File: src/rtl/fm_pkg.sv
// Shared widths, state encoding and output payload layout for the FM channel sequencer.
package fm_pkg;

  localparam int NUM_CH_DEF = 18;
  localparam int CH_W       = 5;
  localparam int FNUM_W     = 10;
  localparam int BLOCK_W    = 3;
  localparam int FB_W       = 3;
  localparam int PHINC_W    = 16;

  typedef enum logic [1:0] {
    ST_IDLE  = 2'b00,
    ST_RUN   = 2'b01,
    ST_DRAIN = 2'b10
  } state_t;

  typedef struct packed {
    logic [CH_W-1:0]    ch;
    logic [PHINC_W-1:0] phinc;
    logic [FB_W-1:0]    fb;
    logic               cnt;
    logic               cha;
    logic               chb;
    logic               kon;
    logic               kon_rise;
    logic               kon_fall;
  } out_pl_t;

endpackage

File: src/rtl/fm_ch_seq_if.sv
// Valid/ready channel stream from the sequencer to the operator stage.
interface fm_ch_seq_if;
  import fm_pkg::*;

  logic               out_valid;
  logic               out_ready;
  logic [CH_W-1:0]    out_ch;
  logic [PHINC_W-1:0] out_phinc;
  logic [FB_W-1:0]    out_fb;
  logic               out_cnt;
  logic               out_cha;
  logic               out_chb;
  logic               out_kon;
  logic               out_kon_rise;
  logic               out_kon_fall;

  modport master (
    output out_valid, out_ch, out_phinc, out_fb, out_cnt, out_cha, out_chb,
           out_kon, out_kon_rise, out_kon_fall,
    input  out_ready
  );

  modport slave (
    input  out_valid, out_ch, out_phinc, out_fb, out_cnt, out_cha, out_chb,
           out_kon, out_kon_rise, out_kon_fall,
    output out_ready
  );
endinterface

File: src/rtl/fm_phinc.sv
// fm_phinc: converts fnum/block into a phase increment, (fnum << block) >> 1.
// Latency: combinational.
// Backpressure: none.
module fm_phinc
  import fm_pkg::*;
(
  input  logic [FNUM_W-1:0]  fnum,
  input  logic [BLOCK_W-1:0] block,
  output logic [PHINC_W-1:0] phinc
);

  // One spare bit so block=7 keeps the MSB before the halving shift.
  logic [PHINC_W:0] shifted;

  assign shifted = {{(PHINC_W + 1 - FNUM_W){1'b0}}, fnum} << block;
  assign phinc   = PHINC_W'(shifted >> 1);

endmodule

File: src/rtl/fm_ch_seq.sv
// fm_ch_seq: per sample, sweeps NUM_CH channel attributes into an output stream; FM_CH_SEQ_KON_EDGE_EN adds key-on edges.
// Latency: strobe at cycle T -> channel 0 valid at T+2, then one channel per cycle.
// Backpressure: output register holds while out_ready is low and the sweep stalls with it.
module fm_ch_seq
  import fm_pkg::*;
#(
  parameter int NUM_CH = NUM_CH_DEF
) (
  input  logic               clk,
  input  logic               reset_n,
  input  logic               sample_strobe,
  output logic [CH_W-1:0]    ch_sel,
  input  logic               ch_chb,
  input  logic               ch_cha,
  input  logic               ch_cnt,
  input  logic               ch_kon,
  input  logic [FB_W-1:0]    ch_fb,
  input  logic [BLOCK_W-1:0] ch_block,
  input  logic [FNUM_W-1:0]  ch_fnum,
  fm_ch_seq_if.master        out_if,
  output logic               busy,
  output logic               done,
  output logic               overrun
);

  localparam logic [CH_W-1:0] LAST_CH = CH_W'(NUM_CH - 1);

  state_t             state_q, state_d;
  logic [CH_W-1:0]    scan_q, scan_d;
  logic               out_valid_q, out_valid_d;
  out_pl_t            pl_q, pl_d, cap_pl;
  logic [PHINC_W-1:0] phinc;
  logic               kon_rise, kon_fall;
  logic               fire, take;

  fm_phinc u_phinc (
    .fnum  (ch_fnum),
    .block (ch_block),
    .phinc (phinc)
  );

  assign fire = out_valid_q && out_if.out_ready;
  // The output register accepts new data when empty or drained this cycle.
  assign take = (state_q == ST_RUN) && (!out_valid_q || out_if.out_ready);

`ifdef FM_CH_SEQ_KON_EDGE_EN
  logic [NUM_CH-1:0] prev_kon_q, prev_kon_d;

  assign kon_rise = ch_kon && !prev_kon_q[scan_q];
  assign kon_fall = !ch_kon && prev_kon_q[scan_q];

  always_comb begin
    prev_kon_d = prev_kon_q;
    if (take) begin
      prev_kon_d[scan_q] = ch_kon;
    end
  end

  always_ff @(posedge clk or negedge reset_n) begin
    if (!reset_n) begin
      prev_kon_q <= '0;
    end else begin
      prev_kon_q <= prev_kon_d;
    end
  end
`else
  assign kon_rise = 1'b0;
  assign kon_fall = 1'b0;
`endif

  always_comb begin
    cap_pl          = '0;
    cap_pl.ch       = scan_q;
    cap_pl.phinc    = phinc;
    cap_pl.fb       = ch_fb;
    cap_pl.cnt      = ch_cnt;
    cap_pl.cha      = ch_cha;
    cap_pl.chb      = ch_chb;
    cap_pl.kon      = ch_kon;
    cap_pl.kon_rise = kon_rise;
    cap_pl.kon_fall = kon_fall;
  end

  always_comb begin
    state_d     = state_q;
    scan_d      = scan_q;
    out_valid_d = out_valid_q;
    pl_d        = pl_q;
    done        = 1'b0;
    case (state_q)
      ST_IDLE: begin
        if (sample_strobe) begin
          state_d = ST_RUN;
          scan_d  = '0;
        end
      end
      ST_RUN: begin
        if (take) begin
          pl_d        = cap_pl;
          out_valid_d = 1'b1;
          // Scan index parks on the last channel so ch_sel holds through DRAIN/IDLE.
          if (scan_q == LAST_CH) begin
            state_d = ST_DRAIN;
          end else begin
            scan_d = scan_q + CH_W'(1);
          end
        end
      end
      ST_DRAIN: begin
        if (fire) begin
          out_valid_d = 1'b0;
          state_d     = ST_IDLE;
          done        = 1'b1;
        end
      end
      default: begin
        state_d = ST_IDLE;
      end
    endcase
  end

  always_ff @(posedge clk or negedge reset_n) begin
    if (!reset_n) begin
      state_q     <= ST_IDLE;
      scan_q      <= '0;
      out_valid_q <= 1'b0;
      pl_q        <= '0;
    end else begin
      state_q     <= state_d;
      scan_q      <= scan_d;
      out_valid_q <= out_valid_d;
      pl_q        <= pl_d;
    end
  end

  assign ch_sel  = scan_q;
  assign busy    = (state_q != ST_IDLE);
  assign overrun = sample_strobe && busy;

  assign out_if.out_valid    = out_valid_q;
  assign out_if.out_ch       = pl_q.ch;
  assign out_if.out_phinc    = pl_q.phinc;
  assign out_if.out_fb       = pl_q.fb;
  assign out_if.out_cnt      = pl_q.cnt;
  assign out_if.out_cha      = pl_q.cha;
  assign out_if.out_chb      = pl_q.chb;
  assign out_if.out_kon      = pl_q.kon;
  assign out_if.out_kon_rise = pl_q.kon_rise;
  assign out_if.out_kon_fall = pl_q.kon_fall;

endmodule

File: src/flat_wrapper.sv
// flat-port wrapper written by rule: the top's interface ports become plain ports
module fm_ch_seq_flat import fm_pkg::*;
#(
  parameter int NUM_CH = NUM_CH_DEF
)
  (clk, reset_n, sample_strobe, ch_sel, ch_chb, ch_cha, ch_cnt, ch_kon, ch_fb, ch_block, ch_fnum, busy, done, overrun, out_if_out_valid, out_if_out_ch, out_if_out_phinc, out_if_out_fb, out_if_out_cnt, out_if_out_cha, out_if_out_chb, out_if_out_kon, out_if_out_kon_rise, out_if_out_kon_fall, out_if_out_ready);
  fm_ch_seq_if out_if_i ();
  input  logic clk;
  input  logic reset_n;
  input  logic sample_strobe;
  output logic [CH_W-1:0] ch_sel;
  input  logic ch_chb;
  input  logic ch_cha;
  input  logic ch_cnt;
  input  logic ch_kon;
  input  logic [FB_W-1:0] ch_fb;
  input  logic [BLOCK_W-1:0] ch_block;
  input  logic [FNUM_W-1:0] ch_fnum;
  output logic busy;
  output logic done;
  output logic overrun;
  output wire logic [$bits(out_if_i.out_valid)-1:0] out_if_out_valid;
  output wire logic [$bits(out_if_i.out_ch)-1:0] out_if_out_ch;
  output wire logic [$bits(out_if_i.out_phinc)-1:0] out_if_out_phinc;
  output wire logic [$bits(out_if_i.out_fb)-1:0] out_if_out_fb;
  output wire logic [$bits(out_if_i.out_cnt)-1:0] out_if_out_cnt;
  output wire logic [$bits(out_if_i.out_cha)-1:0] out_if_out_cha;
  output wire logic [$bits(out_if_i.out_chb)-1:0] out_if_out_chb;
  output wire logic [$bits(out_if_i.out_kon)-1:0] out_if_out_kon;
  output wire logic [$bits(out_if_i.out_kon_rise)-1:0] out_if_out_kon_rise;
  output wire logic [$bits(out_if_i.out_kon_fall)-1:0] out_if_out_kon_fall;
  input wire logic [$bits(out_if_i.out_ready)-1:0] out_if_out_ready;
  assign out_if_out_valid = out_if_i.out_valid;
  assign out_if_out_ch = out_if_i.out_ch;
  assign out_if_out_phinc = out_if_i.out_phinc;
  assign out_if_out_fb = out_if_i.out_fb;
  assign out_if_out_cnt = out_if_i.out_cnt;
  assign out_if_out_cha = out_if_i.out_cha;
  assign out_if_out_chb = out_if_i.out_chb;
  assign out_if_out_kon = out_if_i.out_kon;
  assign out_if_out_kon_rise = out_if_i.out_kon_rise;
  assign out_if_out_kon_fall = out_if_i.out_kon_fall;
  assign out_if_i.out_ready = out_if_out_ready;
  fm_ch_seq #(.NUM_CH(NUM_CH)) u_core (.clk(clk), .reset_n(reset_n), .sample_strobe(sample_strobe), .ch_sel(ch_sel), .ch_chb(ch_chb), .ch_cha(ch_cha), .ch_cnt(ch_cnt), .ch_kon(ch_kon), .ch_fb(ch_fb), .ch_block(ch_block), .ch_fnum(ch_fnum), .out_if(out_if_i), .busy(busy), .done(done), .overrun(overrun));
endmodule
File: config.mk
export PLATFORM = sky130hd
export DESIGN_NAME = fm_ch_seq_flat
export DESIGN_NICKNAME = d
export VERILOG_FILES = /design/src/rtl/fm_pkg.sv /design/src/rtl/fm_ch_seq_if.sv /design/src/rtl/fm_phinc.sv /design/src/rtl/fm_ch_seq.sv /design/src/flat_wrapper.sv
export SDC_FILE = /design/constraint.sdc
export NUM_CORES = 1
export LEC_CHECK = 0
export CELL_PAD_IN_SITES_DETAIL_PLACEMENT = 1
export CELL_PAD_IN_SITES_GLOBAL_PLACEMENT = 1
export CORE_ASPECT_RATIO = 1.25
export CORE_UTILIZATION = 25
export DETAILED_ROUTE_END_ITERATION = 12
export PLACE_DENSITY = 0.6
export SLEW_MARGIN = 15
export SYNTH_ARGS = -nofsm -noshare
export SYNTH_HDL_FRONTEND = slang
export SYNTH_SLANG_ARGS = --single-unit
export TNS_END_PERCENT = 100
File: constraint.sdc
create_clock -name clk -period 2.32 [get_ports clk]
set_clock_uncertainty 0.15 [all_clocks]
set_input_delay 0.464 -clock clk [delete_from_list [all_inputs] [get_ports clk]]
set_output_delay 0.464 -clock clk [all_outputs]
set_load 0.005 [all_outputs]
==> flow_metrics.py, run 1 <==
metrics = {
    "outcome": {
        "outcome": "finished, final reports clean",
    },
    "pwr": {
        "power_per_cell_area_nw_per_um2": 1070,
        "post-layout-total-power_uw": 3050,
        "vdd_ir_drop_max_v": 0.000462,
        "leak_pwr_uw": 0.00127,
    },
    "global_route": {
        "grt_antenna_before_repair": 0,
        "grt.total_usage_pct": 15.0,
        "grt_start_max_net_pins": 37,
        "grt_remaining_overflow": 0,
        "grt_pass1_vias": 1944,
        "grt_pass1_wl_um": 9510,
    },
    "final_layout": {
        "drive_above_1_share_pct": 13.6,
        "antenna_cells": 0,
        "fin_nets": 315,
        "fillers": 892,
        "layout.cells.non_filler": 379,
        "most-common-layout-cells": "sky130_fd_sc_hd__clkdlybuf4s50_1, sky130_fd_sc_hd__nand2_1, sky130_fd_sc_hd__dfrtp_1",
        "layout-area-overhead-vs-synth_pct": 43.1,
        "final_common_cell": "sky130_fd_sc_hd__clkdlybuf4s50_1",
    },
    "floorplanning": {
        "floorplan.initialDensity_pct": 26.3,
        "core_area_sq_um": 7530,
        "floorplan.rows": 35,
        "fp.dieH_um": 102,
        "die_area_sq_um": 8300,
        "die_width_um": 81.7,
        "io-pin-count": 63,
    },
    "detailed_routing": {
        "routed_wl_um": 5650,
        "first_iter_violations": 55,
        "ant_nets": 0,
        "num_vias": 1808,
        "routed_wire_length_per_instance_um": 14.9,
        "drc": 0,
        "dr.pass1.iters": 4,
        "routed_via_density": 4.77,
    },
    "sta": {
        "maxSlewViolCount": 0,
        "rsz0062_at_grt": "false",
        "tns_ns": 0,
        "fin_crit_sh_pct": 96.8,
        "hold_slack_ns": 0.0708,
        "setup_viol_count_final": 0,
        "highest_achievable_clock_rate_mhz": 445,
        "finalWorstPathRequiredPeriod_ns": 2.24,
        "hold_viol": 0,
    },
    "worst_setup_path": {
        "setup.reg_to_reg.worst_slack_ns": 0.38,
        "critical_path.reg2reg.endpoint": "u_core.ch_sel[4]",
        "criticalPathCategory": "input port to primary output",
        "critPathLaunchType": "input port",
        "critical-path-top-cell-by-count": "sky130_fd_sc_hd__clkdlybuf4s50_1",
        "r2r_cells": 6,
        "timing.critical_path.max_delay_family": "buffers and inverters",
        "timing.critical_path.slowest_cell_delay_ns": 0.51,
        "arrival_ns": 1.63,
        "crit_buf_inv": 2,
        "timing.rr.start": "u_core.state_q[1]",
        "critical_path.cell_chain": "clkdlybuf4s50_1, and3_1, clkdlybuf4s50_1",
        "worst-path-max-fanout": 4,
        "crit_path_slowest_cell": "sky130_fd_sc_hd__clkdlybuf4s50_1",
        "critPathCaptureType": "primary output",
        "critical_path_required_time_ns": 1.71,
    },
    "synth": {
        "avgSynthCellArea_sq_um": 9.06,
        "synth-main-ff-cell": "sky130_fd_sc_hd__dfrtp_1",
        "yosysWarnings": 0,
        "yosys_register_bits": 36,
        "netlist_area_sq_um": 1980,
        "synth-edff-count": 0,
        "ys_async_sr_fraction_pct": 100,
        "netlist-cell-type-count": 40,
        "synth_seq_area_share_pct": 45.4,
        "syn-instance-count": 219,
    },
    "clocking": {
        "numCtsBuffers": 5,
        "clock_latency_ns": 0.28,
        "cts_root_buffer": "sky130_fd_sc_hd__clkbuf_8",
        "clock_path_buffers": 2,
        "cts_max_level": 2,
        "clock_sinks": 36,
        "cts_tree": "done",
        "worst_setup_hold_path_clk_slew_ns": 0.08,
    },
    "place": {
        "place.gp.congestion": 0.798,
        "io_buffers": 60,
        "detailedPlacementHpwl_um": 4170,
        "place.detailed.instances": 370,
    },
    "worst_hold_path": {
        "min_path_type": "input port to asynchronous set/reset pin",
    },
    "flow_run": {
        "max_cap_violations": 0,
    },
}
## kinds of logic after synthesis
family          Yosys count  share of synthesized area [%]
simple gates             96                           21.9
compound gates           46                           15.1
flops                    36                           45.4
buf+inv                  21                           6.18
mux                      14                           8.07
fa+ha+maj                 5                           3.15
other cells               1                          0.189
## registers in the layout, indices dropped and copies added, names as in the netlist
| signal | count |
|---|---|
| u_core.out_if.out_phinc | 16 |
| u_core.out_if.out_cha | 1 |
| u_core.ch_sel | 5 |
| u_core.out_if.out_ch | 5 |
| u_core.out_if.out_kon | 1 |
| u_core.out_if.out_valid | 1 |
| u_core.out_if.out_cnt | 1 |
| u_core.out_if.out_fb | 3 |
| u_core.state_q | 2 |
| u_core.out_if.out_chb | 1 |
## synth_stat cells (3+ instances only)
master	count	area share, %
sky130_fd_sc_hd__o21ai_0	15	3.8
sky130_fd_sc_hd__inv_1	6	1.1
sky130_fd_sc_hd__mux2i_1	4	2.0
sky130_fd_sc_hd__buf_2	5	1.3
sky130_fd_sc_hd__nor2_1	14	2.6
sky130_fd_sc_hd__dfrtp_1	36	45
sky130_fd_sc_hd__nand3_1	4	1.0
sky130_fd_sc_hd__o31ai_1	5	1.9
sky130_fd_sc_hd__buf_6	3	1.7
sky130_fd_sc_hd__buf_4	4	1.5
sky130_fd_sc_hd__or2_2	3	0.95
sky130_fd_sc_hd__nand2b_1	5	1.6
sky130_fd_sc_hd__ha_1	5	3.2
sky130_fd_sc_hd__mux2_2	8	4.5
sky130_fd_sc_hd__o22ai_1	8	2.5
sky130_fd_sc_hd__a21oi_1	5	1.3
sky130_fd_sc_hd__nand2_1	55	10
sky130_fd_sc_hd__a31oi_1	5	1.6
## area by class of cell
| cell class | count | area, sq um | area share [%] |
|---|---|---|---|
| Multi-Input combinational cell | 163 | 967 | 34.1 |
| Sequential cell | 36 | 901 | 31.7 |
| Timing Repair Buffer | 72 | 701 | 24.7 |
| Tap cell | 92 | 115 | 4.05 |
| Clock buffer | 7 | 96.3 | 3.39 |
| Clock inverter | 1 | 30.0 | 1.06 |
| Inverter | 8 | 30.0 | 1.06 |
## stage by stage
step / setup slack (ns) / util (%) / instance area [sq um]
floorplan: 0.652 / - / 1990
global placement: 0.0915 / 35.9 / 2700
detailed placement: 0.0648 / 35.9 / 2700
CTS: 0.0560 / 37.5 / 2830
global route: 0.00110 / 37.7 / 2840
finish: 0.0753 / 37.7 / 2840
## worst max-delay path by stage
stage | from | endpoint | cells past startpoint
2_1_floorplan | u_core.state_q[1] | u_core.ch_sel[4] | 7
3_3_place_gp | out_if_out_ready | done | 3
3_5_place_dp | out_if_out_ready | done | 3
4_1_cts | u_core.state_q[0] | done | 4
5_1_grt | u_core.state_q[0] | done | 4
6_report | out_if_out_ready | done | 3
## what timing repair did
| item | CTS | global route |
|---|---|---|
| endpoints found under the setup margin | 0 | 2 |
| resized for setup | 0 | 2 |
| hold buffers | 0 | 0 |
| setup buffers | 0 | 1 |
## power by group
part	internal, uW	switching (uW)	leakage (uW)
Combinational	757	622	0.000744
Sequential	878	170	0.000458
Clock	380	238	0.0000645
Total	2020	1030	0.00127
## worst reg2reg max path, stage by stage, from the launching register on
cell and delay (ns):
sky130_fd_sc_hd__dfrtp_1 0.40, sky130_fd_sc_hd__inv_1 0.08, sky130_fd_sc_hd__ha_1 0.36, sky130_fd_sc_hd__or2_2 0.20, sky130_fd_sc_hd__o211ai_4 0.09, sky130_fd_sc_hd__or4_1 0.47, sky130_fd_sc_hd__o21ai_0 0.10
## layer usage
metal	part of all wire (%)	track usage, %
met3	4.9	3.24
met4	1.3	4.72
met5	0	0
met1	44	18.7
met2	50	25.4
(Power assumes the default switching activity.)
==> inputs of run 2 (changes only) <==
ABC_CLOCK_PERIOD_IN_PS = 2320   (was not set)
==> results of run 2 <==
Final layout, timing and power as in run 1 (identical DEF).
